### src/rtl/var_bw_mul_pkg.sv
// Shared types and helpers for the variable bit-width pipelined multiplier.
// The signed-lane payload bit exists only when VAR_BW_MUL_SIGNED_EN is defined.
package var_bw_mul_pkg;

  localparam int unsigned MAX_LANES = 4;

  typedef enum logic [1:0] {
    MODE_FULL    = 2'd0,
    MODE_HALF    = 2'd1,
    MODE_QUARTER = 2'd2,
    MODE_RSVD    = 2'd3
  } mode_e;

  // Control that travels down the pipe alongside the data
  typedef struct packed {
    logic  err;
`ifdef VAR_BW_MUL_SIGNED_EN
    logic  sgn;
`endif
    mode_e mode;
  } meta_t;

  // Lane width for a given operand width and lane mode
  function automatic int unsigned lane_width(input int unsigned w, input mode_e mode);
    return (mode == MODE_HALF) ? (w / 2) : ((mode == MODE_QUARTER) ? (w / 4) : w);
  endfunction

endpackage

### src/rtl/var_bw_mul_pp_array.sv
// Quarter-by-quarter partial-product array and mode-dependent product assembly.
// Split into a front half (partial products + signed corrections) and a back
// half (summing) so the parent can place a register between them.
module var_bw_mul_pp_array
  import var_bw_mul_pkg::*;
#(
  parameter int unsigned W = 16
) (
  input  logic [W-1:0]                                     a,
  input  logic [W-1:0]                                     b,
  input  logic                                             sgn,
  output logic [MAX_LANES*MAX_LANES-1:0][2*(W/4)-1:0]      pp_c,
  output logic [3*W-1:0]                                   corr_c,
  input  logic [MAX_LANES*MAX_LANES-1:0][2*(W/4)-1:0]      pp_in,
  input  logic [3*W-1:0]                                   corr_in,
  input  mode_e                                            mode,
  output logic [2*W-1:0]                                   p_c
);

  localparam int unsigned Q  = lane_width(W, MODE_QUARTER);
  localparam int unsigned HW = lane_width(W, MODE_HALF);
  localparam int unsigned PQ = 2 * Q;
  localparam int unsigned PW = 2 * W;

  logic [W-1:0]                cf, cf_in;
  logic [1:0][HW-1:0]          ch, ch_in;
  logic [MAX_LANES-1:0][Q-1:0] cq, cq_in;
  logic [PW-1:0]               full;
  logic [1:0][W-1:0]           half;
  logic [MAX_LANES-1:0][PQ-1:0] quar;

  // Unsigned quarter x quarter partial products
  always_comb begin
    pp_c = '0;
    for (int i = 0; i < MAX_LANES; i++) begin
      for (int j = 0; j < MAX_LANES; j++) begin
        pp_c[i*MAX_LANES+j] = PQ'(a[i*Q +: Q]) * PQ'(b[j*Q +: Q]);
      end
    end
  end

  // Two's-complement corrections per lane: subtract (a<0 ? b : 0) + (b<0 ? a : 0) from the upper half
  always_comb begin
    cf = '0;
    ch = '0;
    cq = '0;
    if (sgn) begin
      cf = (a[W-1] ? b : '0) + (b[W-1] ? a : '0);
      for (int h = 0; h < 2; h++) begin
        ch[h] = (a[h*HW+HW-1] ? b[h*HW +: HW] : '0) + (b[h*HW+HW-1] ? a[h*HW +: HW] : '0);
      end
      for (int k = 0; k < MAX_LANES; k++) begin
        cq[k] = (a[k*Q+Q-1] ? b[k*Q +: Q] : '0) + (b[k*Q+Q-1] ? a[k*Q +: Q] : '0);
      end
    end
  end

  assign corr_c = {cq, ch, cf};
  assign {cq_in, ch_in, cf_in} = corr_in;

  // Sum the relevant partial products per lane, each lane truncated to its own width
  always_comb begin
    full = '0;
    half = '0;
    quar = '0;
    for (int i = 0; i < MAX_LANES; i++) begin
      for (int j = 0; j < MAX_LANES; j++) begin
        full = full + (PW'(pp_in[i*MAX_LANES+j]) << (Q * (i + j)));
      end
    end
    full = full - {cf_in, {W{1'b0}}};
    for (int h = 0; h < 2; h++) begin
      for (int i = 0; i < 2; i++) begin
        for (int j = 0; j < 2; j++) begin
          half[h] = half[h] + (W'(pp_in[(2*h+i)*MAX_LANES + 2*h + j]) << (Q * (i + j)));
        end
      end
      half[h] = half[h] - {ch_in[h], {HW{1'b0}}};
    end
    for (int k = 0; k < MAX_LANES; k++) begin
      quar[k] = pp_in[k*(MAX_LANES+1)] - {cq_in[k], {Q{1'b0}}};
    end
    p_c = full;
    case (mode)
      MODE_HALF:    p_c = half;
      MODE_QUARTER: p_c = quar;
      default:      p_c = full;
    endcase
  end

endmodule

### src/rtl/var_bw_mul_pipe.sv
// Pipelined variable bit-width multiplier: 1xW, 2xW/2 or 4xW/4 lanes per
// transaction, valid/ready on both sides, all stages stall together.
// Optional signed lanes via VAR_BW_MUL_SIGNED_EN (adds in_sgn / out_sgn).
module var_bw_mul_pipe
  import var_bw_mul_pkg::*;
#(
  parameter int unsigned W      = 16,
  parameter int unsigned STAGES = 2
) (
  input  logic           clk,
  input  logic           rst,
  input  logic           in_valid,
  output logic           in_ready,
  input  logic [1:0]     in_mode,
  input  logic [W-1:0]   in_a,
  input  logic [W-1:0]   in_b,
`ifdef VAR_BW_MUL_SIGNED_EN
  input  logic           in_sgn,
  output logic           out_sgn,
`endif
  output logic           out_valid,
  input  logic           out_ready,
  output logic [2*W-1:0] out_p,
  output logic [1:0]     out_mode,
  output logic           out_err
);

  localparam int unsigned PPW = MAX_LANES * MAX_LANES * 2 * (W / 4);
  localparam int unsigned CW  = 3 * W;
  localparam int unsigned P0  = (STAGES >= 2) ? 1 : 0;
  localparam int unsigned NPR = STAGES - P0;

  logic             adv;
  logic             sgn_c;
  meta_t            meta_in;
  logic [PPW-1:0]   pp_c;
  logic [PPW-1:0]   pp_s;
  logic [CW-1:0]    corr_c;
  logic [CW-1:0]    corr_s;
  mode_e            mode_s;
  logic [2*W-1:0]   prod_c;
  logic [STAGES-1:0] vld_q;
  meta_t            meta_q [STAGES];
  logic [2*W-1:0]   prod_q [NPR];

  assign adv      = ~out_valid | out_ready;
  assign in_ready = adv;

`ifdef VAR_BW_MUL_SIGNED_EN
  assign sgn_c = in_sgn;
`else
  assign sgn_c = 1'b0;
`endif

  // Reserved mode runs as a full-width multiply and is flagged
  always_comb begin
    meta_in      = '0;
    meta_in.err  = (in_mode == 2'(MODE_RSVD));
    meta_in.mode = meta_in.err ? MODE_FULL : mode_e'(in_mode);
`ifdef VAR_BW_MUL_SIGNED_EN
    meta_in.sgn  = in_sgn;
`endif
  end

  var_bw_mul_pp_array #(.W(W)) u_pp (
    .a       (in_a),
    .b       (in_b),
    .sgn     (sgn_c),
    .pp_c    (pp_c),
    .corr_c  (corr_c),
    .pp_in   (pp_s),
    .corr_in (corr_s),
    .mode    (mode_s),
    .p_c     (prod_c)
  );

  if (P0 == 1) begin : g_pp_reg
    logic [PPW-1:0] pp_q;
    logic [CW-1:0]  corr_q;

    // Stage 1 holds partial products; summing happens in stage 2
    always_ff @(posedge clk) begin
      if (rst) begin
        pp_q   <= '0;
        corr_q <= '0;
      end else if (adv) begin
        pp_q   <= pp_c;
        corr_q <= corr_c;
      end
    end

    assign pp_s   = pp_q;
    assign corr_s = corr_q;
    assign mode_s = meta_q[0].mode;
  end else begin : g_pp_comb
    assign pp_s   = pp_c;
    assign corr_s = corr_c;
    assign mode_s = meta_in.mode;
  end

  // Valid, control and product shift registers; everything holds when adv=0
  always_ff @(posedge clk) begin
    if (rst) begin
      vld_q <= '0;
      for (int s = 0; s < STAGES; s++) meta_q[s] <= '0;
      for (int k = 0; k < NPR; k++) prod_q[k] <= '0;
    end else if (adv) begin
      vld_q[0]  <= in_valid;
      meta_q[0] <= meta_in;
      prod_q[0] <= prod_c;
      for (int s = 1; s < STAGES; s++) begin
        vld_q[s]  <= vld_q[s-1];
        meta_q[s] <= meta_q[s-1];
      end
      for (int k = 1; k < NPR; k++) prod_q[k] <= prod_q[k-1];
    end
  end

  assign out_valid = vld_q[STAGES-1];
  assign out_p     = prod_q[NPR-1];
  assign out_mode  = meta_q[STAGES-1].mode;
  assign out_err   = meta_q[STAGES-1].err;
`ifdef VAR_BW_MUL_SIGNED_EN
  assign out_sgn   = meta_q[STAGES-1].sgn;
`endif

endmodule

### config.mk
export PLATFORM = sky130hd
export DESIGN_NAME = var_bw_mul_pipe
export DESIGN_NICKNAME = d
export VERILOG_FILES = /design/src/rtl/var_bw_mul_pkg.sv /design/src/rtl/var_bw_mul_pp_array.sv /design/src/rtl/var_bw_mul_pipe.sv
export SDC_FILE = /design/constraint.sdc
export NUM_CORES = 1
export LEC_CHECK = 0
export ABC_AREA = 1
export BUFFER_PORTS_ARGS = -buffer_cell sky130_fd_sc_hd__buf_4
export CORE_MARGIN = 1.5
export CORE_UTILIZATION = 35
export CTS_BUF_LIST = sky130_fd_sc_hd__clkbuf_4 sky130_fd_sc_hd__clkbuf_8
export DETAILED_ROUTE_END_ITERATION = 10
export SLEW_MARGIN = 20
export SYNTH_ARGS = -nofsm -noshare
export SYNTH_HDL_FRONTEND = slang
export SYNTH_HIERARCHICAL = 1
export SYNTH_SLANG_ARGS = --single-unit
### constraint.sdc
create_clock -name clk -period 8.85 [get_ports clk]
set_input_delay 1.3275 -clock clk [delete_from_list [all_inputs] [get_ports clk]]
set_output_delay 1.3275 -clock clk [all_outputs]
set_load 0.005 [all_outputs]
Yosys cells after proc, flatten, opt, wreduce, memory -nomap -nowiden
Memory sizes are Yosys's and may differ from the RTL's.
Cells that the tools add are included.
{"block": "word_totals", "wordCells": 60, "mem_count": 2, "mem_bits_rw": 38, "inputBits": 38, "register_bits": 130, "out_inout_bits": 37}
{"name": "prod_q", "depth": 1, "word_bits": 32, "rd": 1, "rd_clocked_by_memory_dff": 0, "write_ports": 1, "line_no": "var_bw_mul_pipe.sv:44", "source": "logic [2*W-1:0] prod_q [NPR];"}
{"name": "meta_q", "depth": 2, "word_bits": 3, "rd": 2, "rd_clocked_by_memory_dff": 0, "write_ports": 2, "line_no": "var_bw_mul_pipe.sv:43", "source": "meta_t meta_q [STAGES];"}
{"block": "op_classes", "n_mul": 16, "eq_ne": 3, "add_sub_neg": 21, "n_reduce_logical": 1, "bitwise_logic": 4, "muxes": 11}
{"cell": "$add 32x20->32", "count": 4}
{"cell": "$mul 4x4->8", "count": 16}
{"cell": "$add 32x16->32", "count": 3}
{"cell": "$add 32x24->32", "count": 3}
{"cell": "$add 32x28->32", "count": 2}
{"cell": "$pmux 32 s2", "count": 1}
{"cell": "$add 8x12->13", "count": 3}
{"cell": "$add 14x16->16", "count": 2}
{"cell": "$add 32x12->32", "count": 1}
{"cell": "$add 32x32->32", "count": 1}
{"cell": "$mux 32", "count": 1}
{"cell": "$reduce_or 32->1", "count": 1}
{"cell": "$add 13x12->14", "count": 2}
{"cell": "$mux 1", "count": 6}
{"cell": "$mux 3", "count": 2}
{"cell": "$eq 2x2->1 const B", "count": 2}
{"cell": "$or 1x1->1", "count": 3}
{"cell": "$eq 2x1->1 const B", "count": 1}
{"cell": "$mux 2", "count": 1}
{"cell": "$not 1->1", "count": 1}

Longest topological paths before layout
{"block": "depth", "word_depth": 17, "ltp_mapped": 22, "ltp_nobuf": 22}

Cells and area by module
Netlist, hierarchy kept.
{"mod": "var_bw_mul_pp_array", "cells_per_inst": 2759, "n_inst": 1, "area_per_inst_um2": 17789.6, "seq_area_each_um2": 0.0}
{"mod": "var_bw_mul_pipe", "cells_per_inst": 916, "n_inst": 1, "area_per_inst_um2": 7847.5, "seq_area_each_um2": 4704.5}

Least setup slack after synthesis
Ideal clock, no wire load.
{"block": "synth_path", "path_type": "input to register", "start": "input in_b[3]", "end": "register g_pp_reg.pp_q[39]", "t_required_ns": 8.791, "setup_ns": 0.059, "t_arrival_ns": 3.973, "path_buffers": 2, "cell_stages": 15, "slack_ns": 4.818, "path_cell_list": "clkbuf_1 clkbuf_1 nand2_1 fa_1 fa_1 inv_1 ha_1 nand3_1 nand2_1 a21oi_1 nor2_1 nor2_1 xnor2_1 nand3_1 nand2_1"}
{"block": "synth_via", "elab_chain_cells": 1}
{"element": "start, declared", "line_no": "var_bw_mul_pipe.sv:16", "source": "input logic [W-1:0] in_b,"}
{"element": "$mul 4x4->8", "line_no": "var_bw_mul_pp_array.sv:37", "source": "pp_c[i*MAX_LANES+j] = PQ'(a[i*Q +: Q]) * PQ'(b[j*Q +: Q]);"}
{"element": "named net pp_c[39]", "line_no": "var_bw_mul_pipe.sv:36", "source": "logic [PPW-1:0] pp_c;"}
{"element": "end signal, assigned", "line_no": "var_bw_mul_pipe.sv:87", "source": "pp_q <= pp_c;"}
{"element": "end, declared", "line_no": "var_bw_mul_pipe.sv:78", "source": "logic [PPW-1:0] pp_q;"}
The timed path passes the listed nets, and every way through them passes these cells.
A chain may end at the register's enable or synchronous reset.

Worst setup path in the final report
{"block": "layout_path", "start": "register g_pp_reg.pp_q[45]", "end": "memory prod_q[0][22] (netlist name) (data pin)"}
{"block": "layout_via", "elab_chain_cells": 13}
{"element": "$add 32x16->32", "line_no": "var_bw_mul_pp_array.sv:68", "source": "full = full + (PW'(pp_in[i*MAX_LANES+j]) << (Q * (i + j)));"}
{"element": "$add 32x20->32", "line_no": "var_bw_mul_pp_array.sv:68"}
{"element": "$add 32x24->32", "line_no": "var_bw_mul_pp_array.sv:68"}
{"element": "$add 32x16->32", "line_no": "var_bw_mul_pp_array.sv:68"}
{"element": "$add 32x20->32", "line_no": "var_bw_mul_pp_array.sv:68"}
{"element": "$add 32x24->32", "line_no": "var_bw_mul_pp_array.sv:68"}
{"element": "$add 32x28->32", "line_no": "var_bw_mul_pp_array.sv:68"}
{"element": "$add 32x20->32", "line_no": "var_bw_mul_pp_array.sv:68"}
{"element": "$add 32x24->32", "line_no": "var_bw_mul_pp_array.sv:68"}
{"element": "$add 32x28->32", "line_no": "var_bw_mul_pp_array.sv:68"}
{"element": "$add 32x32->32", "line_no": "var_bw_mul_pp_array.sv:68"}
{"element": "$pmux 32 s2", "line_no": "var_bw_mul_pp_array.sv:84", "source": "case (mode)"}
{"element": "named net prod_c[22]", "line_no": "var_bw_mul_pipe.sv:41", "source": "logic [2*W-1:0] prod_c;"}
{"element": "$mux 32 (no source line)"}
{"element": "end, declared", "line_no": "var_bw_mul_pipe.sv:44"}
The timed path passes the listed nets, and every way through them passes these cells.

==> impl_results.md <==
- Status: complete, no violations
- Buffers on Ports: 74
- Worst EP arrival: between 4 and 5 ns
- WL met3: 3282 um
- Combinational cell fraction of total power: 0.705
- # rows: roughly 100
- Remaining antenna violation count: 0
- I/O Pins: 75
- Setup Fix Bufs, Post-CTS: 0
- Main synth FF type: dfxtp_1
- Post-route minimum period: about 4.4 ns
- RSZ-0062 raised after global routing: no
- Hold Fails Final Rpt: 0
- Fin area: about 28000 um^2
- Max-cap violations: 0
- Hold_sp: vld_q[0]$_SDFFE_PP0P_
- Worst VDD drop: about 0.22 mV
- Most frequent cells in the layout: 879 x nand2_1, 826 x inv_1, 482 x nand3_1
- Die Width: 273.6 um
- Async S/R FF share, synth: 0
- Die ar.: around 75000 um^2
- Worst clock skew: 0.03716 ns
- DRC viols: 0
- Final setup TNS: 0 ns
- Clock Latency Late Sink: about 0.57 ns
- Setup-failing EPs final: 0
- Core footprint: 72710 um^2
- Final Core Density: 0.3811
- Worst setup SP type: flop
- DR top layer: met4
- Worst path slowest cell: fa_1
- CTS clk-pin slew, worst paths: ~0.060 ns
- Yosys warns: 6
- Final period util: 0.4944
- Die span in y: 273.6 um
- Final nets: between 4000 and 5000
- Switching power: between 4 and 5 mW
- H-tree Lvls: 2
- Vias per cell: 4.715
- GPL Wtd Cong: 0.8991
- Area grow syn2layout: 8.082%
- Worst Tran Pin Value: 1.048 ns
- Syn Std Cell Area: between 20000 and 30000 um^2
- Max_slew headroom: 0.3015
- Crit path kind: reg -> reg
- Hold/Removal Path Class: reg -> reg
- Clk network pwr share: 0.133
- Area after DPL: between 20000 and 30000 um^2
- Cells after synthesis: 3675
- Seq/Total Area, Yosys: 0.1835
- Leak Pwr: 16.44 nW
- Commonest non-fill, non-tap cell in the layout: nand2_1
- Int Power: approximately 3.8 mW
- Metal2 WL: between 30000 and 40000 um
- Reg2reg end: prod_q[0][22]$_SDFFCE_PN0P_
- Pin count of the biggest net entering global routing: 214
- CP Max Fanout: 5
- Hold path depth: 2
- DRT Wirelength: ~73000 um
- #FFs+latches synth: 216
- CTS tree: built
- GRT overflow: 0
- Total CTS buffers: 39
- Switching power share of the total: 0.5214
- Max Clock Freq: around 230 MHz
- Met1 wire length: 36820 um
- First-pass GRT wire length: 117100 um
- Clock buffer depth: 3
- Clk sinks: 216
- Share of layout cells above drive strength 1: 0.05338
- Initial antenna violation count: 1
- R2R cell count: 18
- Initial core utilization: 0.3526
- Iteration-0 DRC Markers: 1452
- Mean post-synth cell area: 6.976 um^2
- Setup WS post-layout: 4.474 ns
- Worst slack, placed: 4.484 ns
- Crit path top cell by count: fa_1
- FF-to-FF Start: g_pp_reg.pp_q[45]$_SDFFE_PP0P_
- HPWL Detailed: roughly 58000 um
- PD cells: 284.4 nW/um^2
- Gates resized, CTS repair: 0
- Post-synth EDFFs: 38
- # fillers: 7735
- Total global routing track utilization: 0.1979
- Post-synth cell types: 48
- Root buf cell: clkbuf_8
- Crit. End Element: flop
- Routed via count: ~22000
- CP peak stage delay: 0.53 ns
- Hold_buf cts: 0
- R2R Setup Slk: around 4.5 ns
- Reg power frac: 0.162
- Crit-path cells: inv_1 -> fa_1 -> inv_1 -> fa_1 -> fa_1 -> fa_1 -> ha_1 -> nand2_2 -> nor2_2 -> nand3_1 -> nand3_2 -> nand3_1 -> nand2_1 -> nand2_1 -> nand3_1 -> nand2_1 -> inv_1 -> nor2_1
- Worst Hold Path EP: vld_q[1]$_SDFFE_PP0P_
- Vias in the first global route: between 20000 and 25000
- Max Slew Vio Count: 0
- DRT Pass-1 Iters: 7
- Routed wire per std cell: 15.84 um
- Worst endpoint required time: roughly 9.2 ns
==> area by class of cell <==
class	instances	area, um^2	share of cell area
Antenna cell	1	2.502	0.00009031
Clock buffer	65	813.3	0.02935
Clock inverter	4	53.80	0.001942
Inverter	833	3134	0.1131
Multi-Input combinational cell	2473	17180	0.6200
Sequential cell	216	4705	0.1698
Tap cell	959	1200	0.04330
Timing Repair Buffer	81	620.6	0.02240
==> through the flow <==
step           total power [mW]  instances  hold slack [ns]
3_5_place_dp              6.801       4562           0.4451
6_report                  7.880       4632           0.4558
5_1_grt                   8.847       4632           0.4783
2_1_floorplan             5.379       3679           0.4279
4_1_cts                   7.907       4631           0.4535
3_3_place_gp              6.795       4562           0.4382
==> per-layer routing <==
| metal | up-vias | global-route usage |
|---|---|---|
| li1 | 11230 | - |
| met4 | 0 | 0.04231 |
| met3 | 71 | 0.01553 |
| met1 | 10080 | 0.2893 |
| met2 | 458 | 0.3160 |
| met5 | - | 0 |
==> cell families after synthesis <==
group	Yosys count	share of synthesized area
AND/OR/NAND/NOR	1591	0.2655
buffers and inverters	990	0.1478
adder cells (fa/ha/maj)	552	0.3224
AO/OA/AOI/OAI	227	0.04719
flip-flops	216	0.1835
XOR/XNOR	98	0.03348
other	1	0.0001463
==> cell usage after synthesis, types with 3 or more instances <==
library cell	instances	share of area
inv_1	826	0.12
xnor2_1	36	0.012
o21ai_1	4	0.00078
nand3_1	482	0.094
edfxtp_1	38	0.045
nor2_2	5	0.0012
inv_2	6	0.00088
and2_1	3	0.00073
o211ai_1	3	0.00088
clkbuf_1	85	0.012
o21bai_1	5	0.0015
o22ai_1	6	0.0015
ha_1	371	0.18
nand2_2	11	0.0027
buf_4	6	0.0018
o21ai_0	52	0.010
nand3_2	6	0.0023
a31oi_1	4	0.00098
dfxtp_1	178	0.14
buf_2	40	0.0078
nand3b_1	3	0.00088
a21o_1	5	0.0015
a21oi_1	140	0.027
buf_1	26	0.0038
nor2_4	4	0.0018
nand4_1	13	0.0032
or2_2	5	0.0012
nor2_1	165	0.024
xor2_1	62	0.021
nand2_1	880	0.13
fa_1	181	0.14
==> power by group through the flow <==
stage	clock network, mW	logic, mW	registers [mW]
3_3_place_gp	0	5.50	1.30
3_5_place_dp	0	5.50	1.30
5_1_grt	1.12	6.43	1.29
2_1_floorplan	0	4.11	1.27
6_report	1.05	5.55	1.27
4_1_cts	1.08	5.55	1.28
==> critical path, delay by kind of cell, from the launching register on <==
| family | cells | cell delay [ns] |
|---|---|---|
| adders and majority gates | 5 | 2.41 |
| DFF | 1 | 0.46 |
| and+or+nand+nor | 10 | 1.00 |
| buffers and inverters | 3 | 0.22 |
==> state kept, by name (all words and copies together) (netlist names) <==
name / flops
g_pp_reg.pp_q: 128
meta_q: 6
vld_q: 2
corr_s: 48
prod_q: 32
==> worst max-delay path by stage <==
stage	endpoint	startpoint	cells after the start	slack, ns
finish	prod_q[0][22]$_SDFFCE_PN0P_	g_pp_reg.pp_q[45]$_SDFFE_PP0P_	18	4.47
global route	prod_q[0][27]$_SDFFCE_PN0P_	g_pp_reg.pp_q[81]$_SDFFE_PP0P_	20	4.14
CTS	prod_q[0][27]$_SDFFCE_PN0P_	g_pp_reg.pp_q[81]$_SDFFE_PP0P_	20	4.46
detailed placement	prod_q[0][31]$_SDFFCE_PN0P_	g_pp_reg.pp_q[81]$_SDFFE_PP0P_	20	4.48
global placement	prod_q[0][22]$_SDFFCE_PN0P_	g_pp_reg.pp_q[45]$_SDFFE_PP0P_	18	4.49
floorplan	g_pp_reg.pp_q[39]$_SDFFE_PP0P_	in_b[3]	15	4.82
(Power assumes the default switching activity.)
